===== config.mk =====
export PLATFORM = sky130hd
export DESIGN_NAME = id_slot_alloc_flat
export DESIGN_NICKNAME = d
export VERILOG_FILES = /design/src/rtl/id_slot_alloc_if.sv /design/src/rtl/id_slot_alloc.sv /design/src/flat_wrapper.sv
export SDC_FILE = /design/constraint.sdc
export NUM_CORES = 1
export LEC_CHECK = 0
export CELL_PAD_IN_SITES_DETAIL_PLACEMENT = 0
export CELL_PAD_IN_SITES_GLOBAL_PLACEMENT = 1
export CORE_MARGIN = 3
export CORE_UTILIZATION = 44
export CTS_BUF_LIST = sky130_fd_sc_hd__clkbuf_8
export CTS_CLUSTER_DIAMETER = 100
export CTS_CLUSTER_SIZE = 20
export DETAILED_ROUTE_END_ITERATION = 8
export PLACE_DENSITY_LB_ADDON = 0.15
export SYNTH_ARGS = -nofsm -noshare
export SYNTH_HDL_FRONTEND = slang
export SYNTH_SLANG_ARGS = --single-unit

===== constraint.sdc =====
create_clock -name clk_i -period 12.1 [get_ports clk_i]
set_input_delay 3.025 -clock clk_i [delete_from_list [all_inputs] [get_ports clk_i]]
set_output_delay 3.025 -clock clk_i [all_outputs]
set_load 0.01 [all_outputs]

===== src/rtl/id_slot_alloc_if.sv =====
// Allocation, release and status bundle between issue logic and the ID slot allocator.
// Latency: none (wires only).
// Backpressure: alloc_ready_o gates allocation; releases are never backpressured.
interface id_slot_alloc_if #(
    parameter int IdCapacity = 16,
    parameter int NumRel     = 2
);
    localparam int IdxW = $clog2(IdCapacity);
    localparam int CntW = $clog2(IdCapacity + 1);

    logic                           flush_i;
    logic                           alloc_valid_i;
    logic                           alloc_ready_o;
    logic [IdxW-1:0]                alloc_idx_o;
    logic [NumRel-1:0]              rel_valid_i;
    logic [NumRel-1:0][IdxW-1:0]    rel_idx_i;
    logic [IdCapacity-1:0]          free_o;
    logic [CntW-1:0]                used_cnt_o;
    logic                           full_o;
    logic                           empty_o;
    logic                           err_o;

    // Issue logic / tracking table side
    modport master (
        output flush_i, alloc_valid_i, rel_valid_i, rel_idx_i,
        input  alloc_ready_o, alloc_idx_o, free_o, used_cnt_o, full_o, empty_o, err_o
    );

    // Allocator side
    modport slave (
        input  flush_i, alloc_valid_i, rel_valid_i, rel_idx_i,
        output alloc_ready_o, alloc_idx_o, free_o, used_cnt_o, full_o, empty_o, err_o
    );
endinterface


===== src/rtl/id_slot_alloc.sv =====
// Free/busy bitmap allocator: grants the lowest free slot, reclaims slots from NumRel release ports.
// Latency: grant visible combinationally from registered state; bitmap/count/status update 1 cycle after handshake.
// Backpressure: alloc_ready_o low when no slot is free or flush is active; releases always accepted.
module id_slot_alloc #(
    parameter  int IdCapacity = 16,
    parameter  int NumRel     = 2,
    localparam int IdxW       = $clog2(IdCapacity),
    localparam int CntW       = $clog2(IdCapacity + 1)
) (
    input  logic                clk_i,
    input  logic                rst_ni,
    id_slot_alloc_if.slave      bus
);

    logic [IdCapacity-1:0] free_q;
    logic [IdCapacity-1:0] free_d;
    logic [CntW-1:0]       cnt_q;
    logic [CntW-1:0]       cnt_d;
    logic                  err_q;

    logic [IdxW-1:0]       grant_idx;
    logic                  alloc_ready;
    logic                  alloc_fire;
    logic [IdCapacity-1:0] alloc_onehot;
    logic [IdCapacity-1:0] rel_mask;
    logic                  rel_err;
    logic [CntW-1:0]       rel_cnt;

    // Lowest free slot; scanning downwards lets the lowest index win.
    always_comb begin
        grant_idx = '0;
        for (int i = IdCapacity - 1; i >= 0; i--) begin
            if (free_q[i]) grant_idx = IdxW'(i);
        end
    end

    // Flush blocks grants so a slot is never handed out while the table is being cleared.
    assign alloc_ready = (|free_q) && !bus.flush_i;
    assign alloc_fire  = bus.alloc_valid_i && alloc_ready;

    // One-hot of the slot being taken this cycle.
    always_comb begin
        alloc_onehot = '0;
        for (int s = 0; s < IdCapacity; s++) begin
            alloc_onehot[s] = alloc_fire && (grant_idx == IdxW'(s));
        end
    end

    // Release decode: OR-ing into a mask merges duplicate releases of one busy slot;
    // out-of-range indices match no slot and releases of free slots are dropped, both flagged.
    always_comb begin
        logic in_range;
        rel_mask = '0;
        rel_err  = 1'b0;
        in_range = 1'b0;
        for (int p = 0; p < NumRel; p++) begin
            in_range = 1'b0;
            if (bus.rel_valid_i[p]) begin
                for (int s = 0; s < IdCapacity; s++) begin
                    if (bus.rel_idx_i[p] == IdxW'(s)) begin
                        in_range = 1'b1;
                        if (free_q[s]) rel_err     = 1'b1;
                        else           rel_mask[s] = 1'b1;
                    end
                end
                if (!in_range) rel_err = 1'b1;
            end
        end
    end

    // Number of distinct slots legally released this cycle.
    always_comb begin
        rel_cnt = '0;
        for (int s = 0; s < IdCapacity; s++) begin
            rel_cnt = rel_cnt + CntW'(rel_mask[s]);
        end
    end

    // Next bitmap and count. Release and allocation masks are disjoint (busy vs free slots),
    // so the order of applying them does not matter; flush overrides both.
    always_comb begin
        free_d = (free_q | rel_mask) & ~alloc_onehot;
        cnt_d  = cnt_q + CntW'(alloc_fire) - rel_cnt;
        if (bus.flush_i) begin
            free_d = '1;
            cnt_d  = '0;
        end
    end

    // State registers; error flag is sticky until reset and ignores flush cycles.
    always_ff @(posedge clk_i or negedge rst_ni) begin
        if (!rst_ni) begin
            free_q <= '1;
            cnt_q  <= '0;
            err_q  <= 1'b0;
        end else begin
            free_q <= free_d;
            cnt_q  <= cnt_d;
            err_q  <= err_q | (rel_err & !bus.flush_i);
        end
    end

    assign bus.alloc_ready_o = alloc_ready;
    assign bus.alloc_idx_o   = grant_idx;
    assign bus.free_o        = free_q;
    assign bus.used_cnt_o    = cnt_q;
    assign bus.full_o        = (cnt_q == CntW'(IdCapacity));
    assign bus.empty_o       = (cnt_q == '0);
    assign bus.err_o         = err_q;

endmodule


===== src/flat_wrapper.sv =====
// flat-port wrapper written by rule: the top's interface ports become plain ports
module id_slot_alloc_flat 
#(
    parameter  int IdCapacity = 16,
    parameter  int NumRel     = 2,
    localparam int IdxW       = $clog2(IdCapacity),
    localparam int CntW       = $clog2(IdCapacity + 1)
)
  (clk_i, rst_ni, bus_flush_i, bus_alloc_valid_i, bus_rel_valid_i, bus_rel_idx_i, bus_alloc_ready_o, bus_alloc_idx_o, bus_free_o, bus_used_cnt_o, bus_full_o, bus_empty_o, bus_err_o);
  id_slot_alloc_if #(.IdCapacity(IdCapacity), .NumRel(NumRel)) bus_i ();
  input  logic clk_i;
  input  logic rst_ni;
  input wire logic [$bits(bus_i.flush_i)-1:0] bus_flush_i;
  input wire logic [$bits(bus_i.alloc_valid_i)-1:0] bus_alloc_valid_i;
  input wire logic [$bits(bus_i.rel_valid_i)-1:0] bus_rel_valid_i;
  input wire logic [$bits(bus_i.rel_idx_i)-1:0] bus_rel_idx_i;
  output wire logic [$bits(bus_i.alloc_ready_o)-1:0] bus_alloc_ready_o;
  output wire logic [$bits(bus_i.alloc_idx_o)-1:0] bus_alloc_idx_o;
  output wire logic [$bits(bus_i.free_o)-1:0] bus_free_o;
  output wire logic [$bits(bus_i.used_cnt_o)-1:0] bus_used_cnt_o;
  output wire logic [$bits(bus_i.full_o)-1:0] bus_full_o;
  output wire logic [$bits(bus_i.empty_o)-1:0] bus_empty_o;
  output wire logic [$bits(bus_i.err_o)-1:0] bus_err_o;
  assign bus_i.flush_i = bus_flush_i;
  assign bus_i.alloc_valid_i = bus_alloc_valid_i;
  assign bus_i.rel_valid_i = bus_rel_valid_i;
  assign bus_i.rel_idx_i = bus_rel_idx_i;
  assign bus_alloc_ready_o = bus_i.alloc_ready_o;
  assign bus_alloc_idx_o = bus_i.alloc_idx_o;
  assign bus_free_o = bus_i.free_o;
  assign bus_used_cnt_o = bus_i.used_cnt_o;
  assign bus_full_o = bus_i.full_o;
  assign bus_empty_o = bus_i.empty_o;
  assign bus_err_o = bus_i.err_o;
  id_slot_alloc #(.IdCapacity(IdCapacity), .NumRel(NumRel)) u_core (.clk_i(clk_i), .rst_ni(rst_ni), .bus(bus_i));
endmodule

Word-level counts from Yosys, hierarchy flattened
Cells that the tools add are included.
Widths: inputs -> output; s select.
{"block": "totals", "elab_cells": 287, "register_bits": 22, "input_bits": 14}
{"block": "classes", "n_reduce_logical": 24, "n_addsub": 17, "bitwise_logic": 5, "muxes": 192, "n_eq_ne": 46}
{"operator": "$mux 1", "count": 172}
{"operator": "$eq 4x4->1 const B", "count": 24}
{"operator": "$add 5x1->5", "count": 15}
{"operator": "$mux 4", "count": 16}
{"operator": "$eq 4x3->1 const B", "count": 12}
{"operator": "$mux 16", "count": 3}
{"operator": "$eq 4x2->1 const B", "count": 6}
{"operator": "$logic_and 1x1->1", "count": 18}
{"operator": "$and 16x16->16", "count": 1}
{"operator": "$not 16->16", "count": 1}
{"operator": "$or 16x16->16", "count": 1}
{"operator": "$reduce_or 16->1", "count": 1}
{"operator": "$eq 4x1->1 const B", "count": 3}
{"operator": "$logic_not 4->1", "count": 3}
{"operator": "$eq 5x5->1 const B", "count": 1}
{"operator": "$logic_not 5->1", "count": 1}
{"operator": "$mux 5", "count": 1}
{"operator": "$sub 5x5->5", "count": 1}
{"operator": "$add 1x1->2", "count": 1}
{"operator": "$and 1x1->1", "count": 1}
{"operator": "$logic_not 1->1", "count": 1}
{"operator": "$or 1x1->1", "count": 1}

Longest topological paths before layout
{"block": "depth", "ltp_word": 76, "depth_mapped": 21, "ltp_nobuf": 20}

Worst setup path before layout
OpenSTA, ideal clock, no wires.
{"block": "synth_path", "path_kind": "input port to flip-flop", "startpoint": "input bus_rel_idx_i[5]", "endpoint": "register u_core.cnt_q[4] (netlist: u_core.bus.used_cnt_o[4])", "t_arrival_ps": 7511, "n_path_buf": 1, "setup_ps": 131, "slack_ps": 4458, "cell_stages": 19, "required_ps": 11969, "path_cell_list": "clkbuf_1 > nor2b_1 > nand2_1 > o22a_1 > nor2_1 > fa_1 > fa_1 > inv_1 > fa_1 > inv_1 > fa_1 > fa_1 > inv_1 > fa_1 > ha_1 > fa_1 > xnor2_1 > xnor2_1 > nor2_1"}
{"block": "synth_between", "elab_chain_len": 20, "elab_cells_between_ends": 50}
{"item": "from (decl)", "line": "flat_wrapper.sv:16", "text": "input wire logic [$bits(bus_i.rel_idx_i)-1:0] bus_rel_idx_i;"}
{"item": "$eq 4x1->1 / $logic_not 4->1 (equally long branches)", "line": "id_slot_alloc.sv:60", "text": "if (bus.rel_idx_i[p] == IdxW'(s)) begin"}
{"item": "$mux 1", "line": "id_slot_alloc.sv:60"}
{"item": "$mux 16 (*)", "line": "id_slot_alloc.sv:58", "text": "if (bus.rel_valid_i[p]) begin"}
{"item": "$add 1x1->2", "line": "id_slot_alloc.sv:75", "text": "rel_cnt = rel_cnt + CntW'(rel_mask[s]);"}
{"item": "$add 5x1->5 (13 in a row)", "line": "id_slot_alloc.sv:75"}
{"item": "$add 5x1->5 (*)", "line": "id_slot_alloc.sv:75"}
{"item": "$sub 5x5->5 (*)", "line": "id_slot_alloc.sv:83", "text": "cnt_d = cnt_q + CntW'(alloc_fire) - rel_cnt;"}
{"item": "$mux 5 (*)", "line": "id_slot_alloc.sv:84", "text": "if (bus.flush_i) begin"}
{"item": "net u_core.cnt_d[4]", "line": "id_slot_alloc.sv:18", "text": "logic [CntW-1:0] cnt_d;"}
{"item": "to (signal assigned)", "line": "id_slot_alloc.sv:98", "text": "cnt_q <= cnt_d;"}
{"item": "to (decl)", "line": "id_slot_alloc.sv:17", "text": "logic [CntW-1:0] cnt_q;"}
Mark *: on every way through the listed nets, which the timed path passes. The rest lies on a longest branch.

Worst setup path in the final report
{"block": "layout_path", "startpoint": "input bus_rel_idx_i[1]", "endpoint": "register u_core.cnt_q[4] (netlist: u_core.bus.used_cnt_o[4])"}
{"block": "layout_between", "elab_chain_len": 23, "elab_cells_between_ends": 83}
{"item": "$eq 4x1->1 / $logic_not 4->1 (equally long branches)", "line": "id_slot_alloc.sv:60"}
{"item": "$mux 1", "line": "id_slot_alloc.sv:60"}
{"item": "$mux 16 (*)", "line": "id_slot_alloc.sv:58"}
{"item": "$mux 1", "line": "id_slot_alloc.sv:62", "text": "if (free_q[s]) rel_err = 1'b1;"}
{"item": "$mux 1", "line": "id_slot_alloc.sv:60"}
{"item": "$mux 16 (*)", "line": "id_slot_alloc.sv:58"}
{"item": "$add 1x1->2", "line": "id_slot_alloc.sv:75"}
{"item": "$add 5x1->5 (13 in a row)", "line": "id_slot_alloc.sv:75"}
{"item": "$add 5x1->5 (*)", "line": "id_slot_alloc.sv:75"}
{"item": "$sub 5x5->5 (*)", "line": "id_slot_alloc.sv:83"}
{"item": "$mux 5 (*)", "line": "id_slot_alloc.sv:84"}
{"item": "net u_core.cnt_d[4]", "line": "id_slot_alloc.sv:18"}
Marks and branches as above.

==> run summary <==
status = finished, final reports clean
Fin Clk Skew = 0.00958 ns
maximum vdd drop = 0.0464 mV
hold_buf cts = 0
initial core utilization = 46.1%
CORE AREA = 5170 µm²
Reg2Reg Setup Slack = 7.35 ns
slowest library cell on the worst path = clkdlybuf4s50_1
first-pass GRT wire length = 11800 µm
Worst EP arrival = 8.26 ns
Pleak = 1.19 nW
GRT overflow = 0
Remaining DRCs = 0
Die W = 79.6 µm
max-slew violation count = 0
NumNets Final = 352
DIE AREA = 6340 µm²
dpl cell area = 2840 µm²
most frequent CP cell = fa_1
clock tree sinks = 22
critical path's top delay family = adder cells
num rows = 26
Hold EP = u_core.bus.err_o
Syn Nets = 317
TritonCTS buffer count = 3
non-filler cells, final = 379
Slew HR = 43.2%
Design Power = 0.000196 W
RD Place Congestion = 0.866
initial antenna violation count = 0
fraction of registers with async set/reset = 100%
Yosys reg bits = 22
detailed-route wire length = 7250 µm
syn_area_per_cell = 8.68 µm²
Worst setup EP type = flip-flop
Worst-path clk slew = 0.10 ns
critical path class = in -> reg
Post-Synthesis Cell Area = 2390 µm²
Hold Violations, Final = 0
slowest cell delay on critical path = 0.67 ns
proportion of layout cells with a drive suffix above 1 = 12.6%
Max clock buf depth = 2
largest net degree at the start of global routing = 23
CP bufs+invs = 4
Final Cycle Share = 67.2%
hold path cells = 2
RSZ-0062 raised after global routing = false
Hold/Removal Path Class = reg -> reg
critical path data required time = 12.23 ns
fill count = 489
PostCTS Resize Cnt = 0
DR vias/cell = 5.92
clock root cell = clkbuf_8
CTS tree = built
Reg-to-Reg Start = u_core.bus.free_o[5]
primary flip-flop cell chosen by synthesis mapping = dfstp_2
Final setup viols = 0
Top-Level Pins = 43
Critical Path, Cell by Cell = clkdlybuf4s50_1, and2b_1, nand2_1, o22a_1, nor2_1, fa_1, fa_1, inv_1, fa_1, inv_1, fa_1, fa_1, inv_1, fa_1, ha_1, fa_1, xnor2_1, xnor2_1, nor2_1
chip height = 79.6 µm
Reg2Reg Depth = 15
maximum net fanout on the critical path = 10
post-CTS setup buffers = 0
setup TNS = 0 ns
Unique masters post-synth = 59
Syn Inst Count = 275
post-synthesis sequential area ratio = 23.9%
Worst-Margin Slew = 0.850 ns
Syn-to-layout area delta = 22.0%
highest clock rate = 123 MHz
CP Launch Type = primary input
MaxCap Viol Count = 0
all-layer global routing usage = 24.6%
Avg WL per Cell = 19.1 µm
Port-buffer cells = 42
Clock H-tree levels = 1
placed cell count = 375
post-route design area = 2910 µm²
Critical R2R Capture = u_core.bus.used_cnt_o[4]
Pwr Density = 67.2 nW/µm²
hold_sp = u_core.bus.err_o
Post-synth EDFFs = 0
Tmin final = 8.13 ns
DP HPWL = 5310 µm
Initial DRT Pass Iterations = 4
n_diodes = 0
vias in the first global route = 2192
antenna-violating nets left = 0
routed via count = 2245
drt initial violations = 177
Worst-Skew Late Latency = 0.28 ns
Synth warnings = 0
[flip-flops by register name (all words and copies together) (netlist names)]
register               cells
u_core.bus.free_o         16
u_core.bus.err_o           1
u_core.bus.used_cnt_o      5
[worst register-to-register path, stage by stage (launching register included)]
cell and delay (ns):
dfstp_2 0.72, nor2_1 0.12, fa_1 0.49, fa_1 0.37, inv_1 0.08, fa_1 0.42
inv_1 0.09, fa_1 0.42, fa_1 0.42, inv_1 0.08, fa_1 0.42, ha_1 0.22
fa_1 0.38, xnor2_1 0.19, xnor2_1 0.13, nor2_1 0.06
[power breakdown]
group / internal (W) / switching (W)
combinational: 0.0000198 / 0.0000237
clock: 0.0000443 / 0.0000291
sequential: 0.0000759 / 0.00000288
total: 0.000140 / 0.0000556
[cell families after synthesis]
group / synth area share (%)
AO/OA/AOI/OAI: 18.7
XOR/XNOR: 1.10
adder cells (fa/ha/maj): 19.1
buffers and inverters: 7.81
flip-flops: 23.9
multiplexers: 4.98
AND/OR/NAND/NOR: 24.4
[synthesized netlist by cell type, types with 6 or more instances]
cell type | n | area [µm²]
o22ai_1 | 10 | 62.6
inv_1 | 31 | 116
dfrtp_1 | 6 | 150
mux2_2 | 7 | 78.8
fa_1 | 14 | 280
a21oi_1 | 6 | 30.0
nor2_1 | 24 | 90.1
a31oi_1 | 10 | 62.6
ha_1 | 14 | 175
nand2b_1 | 12 | 75.1
nor2b_1 | 11 | 68.8
nand2_1 | 15 | 56.3
clkbuf_1 | 7 | 26.3
nor3_1 | 10 | 50.1
dfstp_2 | 16 | 420
[how the worst max path moves through the flow]
stage | from | to | depth (start not counted)
CTS | bus_rel_idx_i[1] | u_core.bus.used_cnt_o[4] | 19
finish | bus_rel_idx_i[1] | u_core.bus.used_cnt_o[4] | 19
detailed placement | bus_rel_idx_i[1] | u_core.bus.used_cnt_o[4] | 19
floorplan | bus_rel_idx_i[5] | u_core.bus.used_cnt_o[4] | 19
global route | bus_rel_idx_i[1] | u_core.bus.used_cnt_o[4] | 19
global placement | bus_rel_idx_i[1] | u_core.bus.used_cnt_o[4] | 19
[per-layer routing]
metal  vias up  wire length (µm)  GRT usage (%)
met2       113              3320           36.5
met3        12               674           4.06
met4         0               148           8.25
met1      1077              3100           36.0
li1       1043                 -              -
met5         -                 0              0
[per-stage QoR]
stage	utilization (%)	hold slack (ns)	setup WS, ns
after floorplan	-	0.567	4.46
after global placement	54.9	0.560	3.73
after detailed placement	54.9	0.562	3.70
after CTS	56.3	0.590	3.97
after global routing	56.3	0.634	3.67
final	56.3	0.588	3.97
[cells in the final DEF (no fill, tap or decap), types with 2 or more instances in the layout]
cell	n
nand4_1	2
and3_1	3
ha_1	14
mux2_2	7
a21o_1	2
or3_1	2
nor4_1	2
a31oi_1	10
nand3_1	5
nand2b_1	12
dfstp_2	16
a32oi_1	3
clkdlybuf4s50_1	42
o22ai_1	10
clkbuf_8	3
o32ai_1	2
nand3b_1	3
a22oi_1	3
fa_1	14
dfrtp_1	6
o21ai_0	3
inv_1	31
nor2_1	24
o32a_1	4
nor2b_1	11
nor3_1	10
o31ai_1	2
a221oi_1	3
o22a_1	3
a21oi_1	6
xnor2_1	3
and2_1	2
nand2_1	15
inv_2	2
mux2i_1	4
[layout make-up]
class                   instances  area, µm²  share of cell area, %
clock buffers                   3       41.3                   1.42
clock inverters                 1       30.0                   1.03
inverters                      33        124                   4.26
multi-input cells             207       1630                   56.0
flip-flops and latches         22        571                   19.6
well taps                      70       87.6                   3.01
repair buffers                 43        428                   14.7
Power figures use the tool's default switching activity.
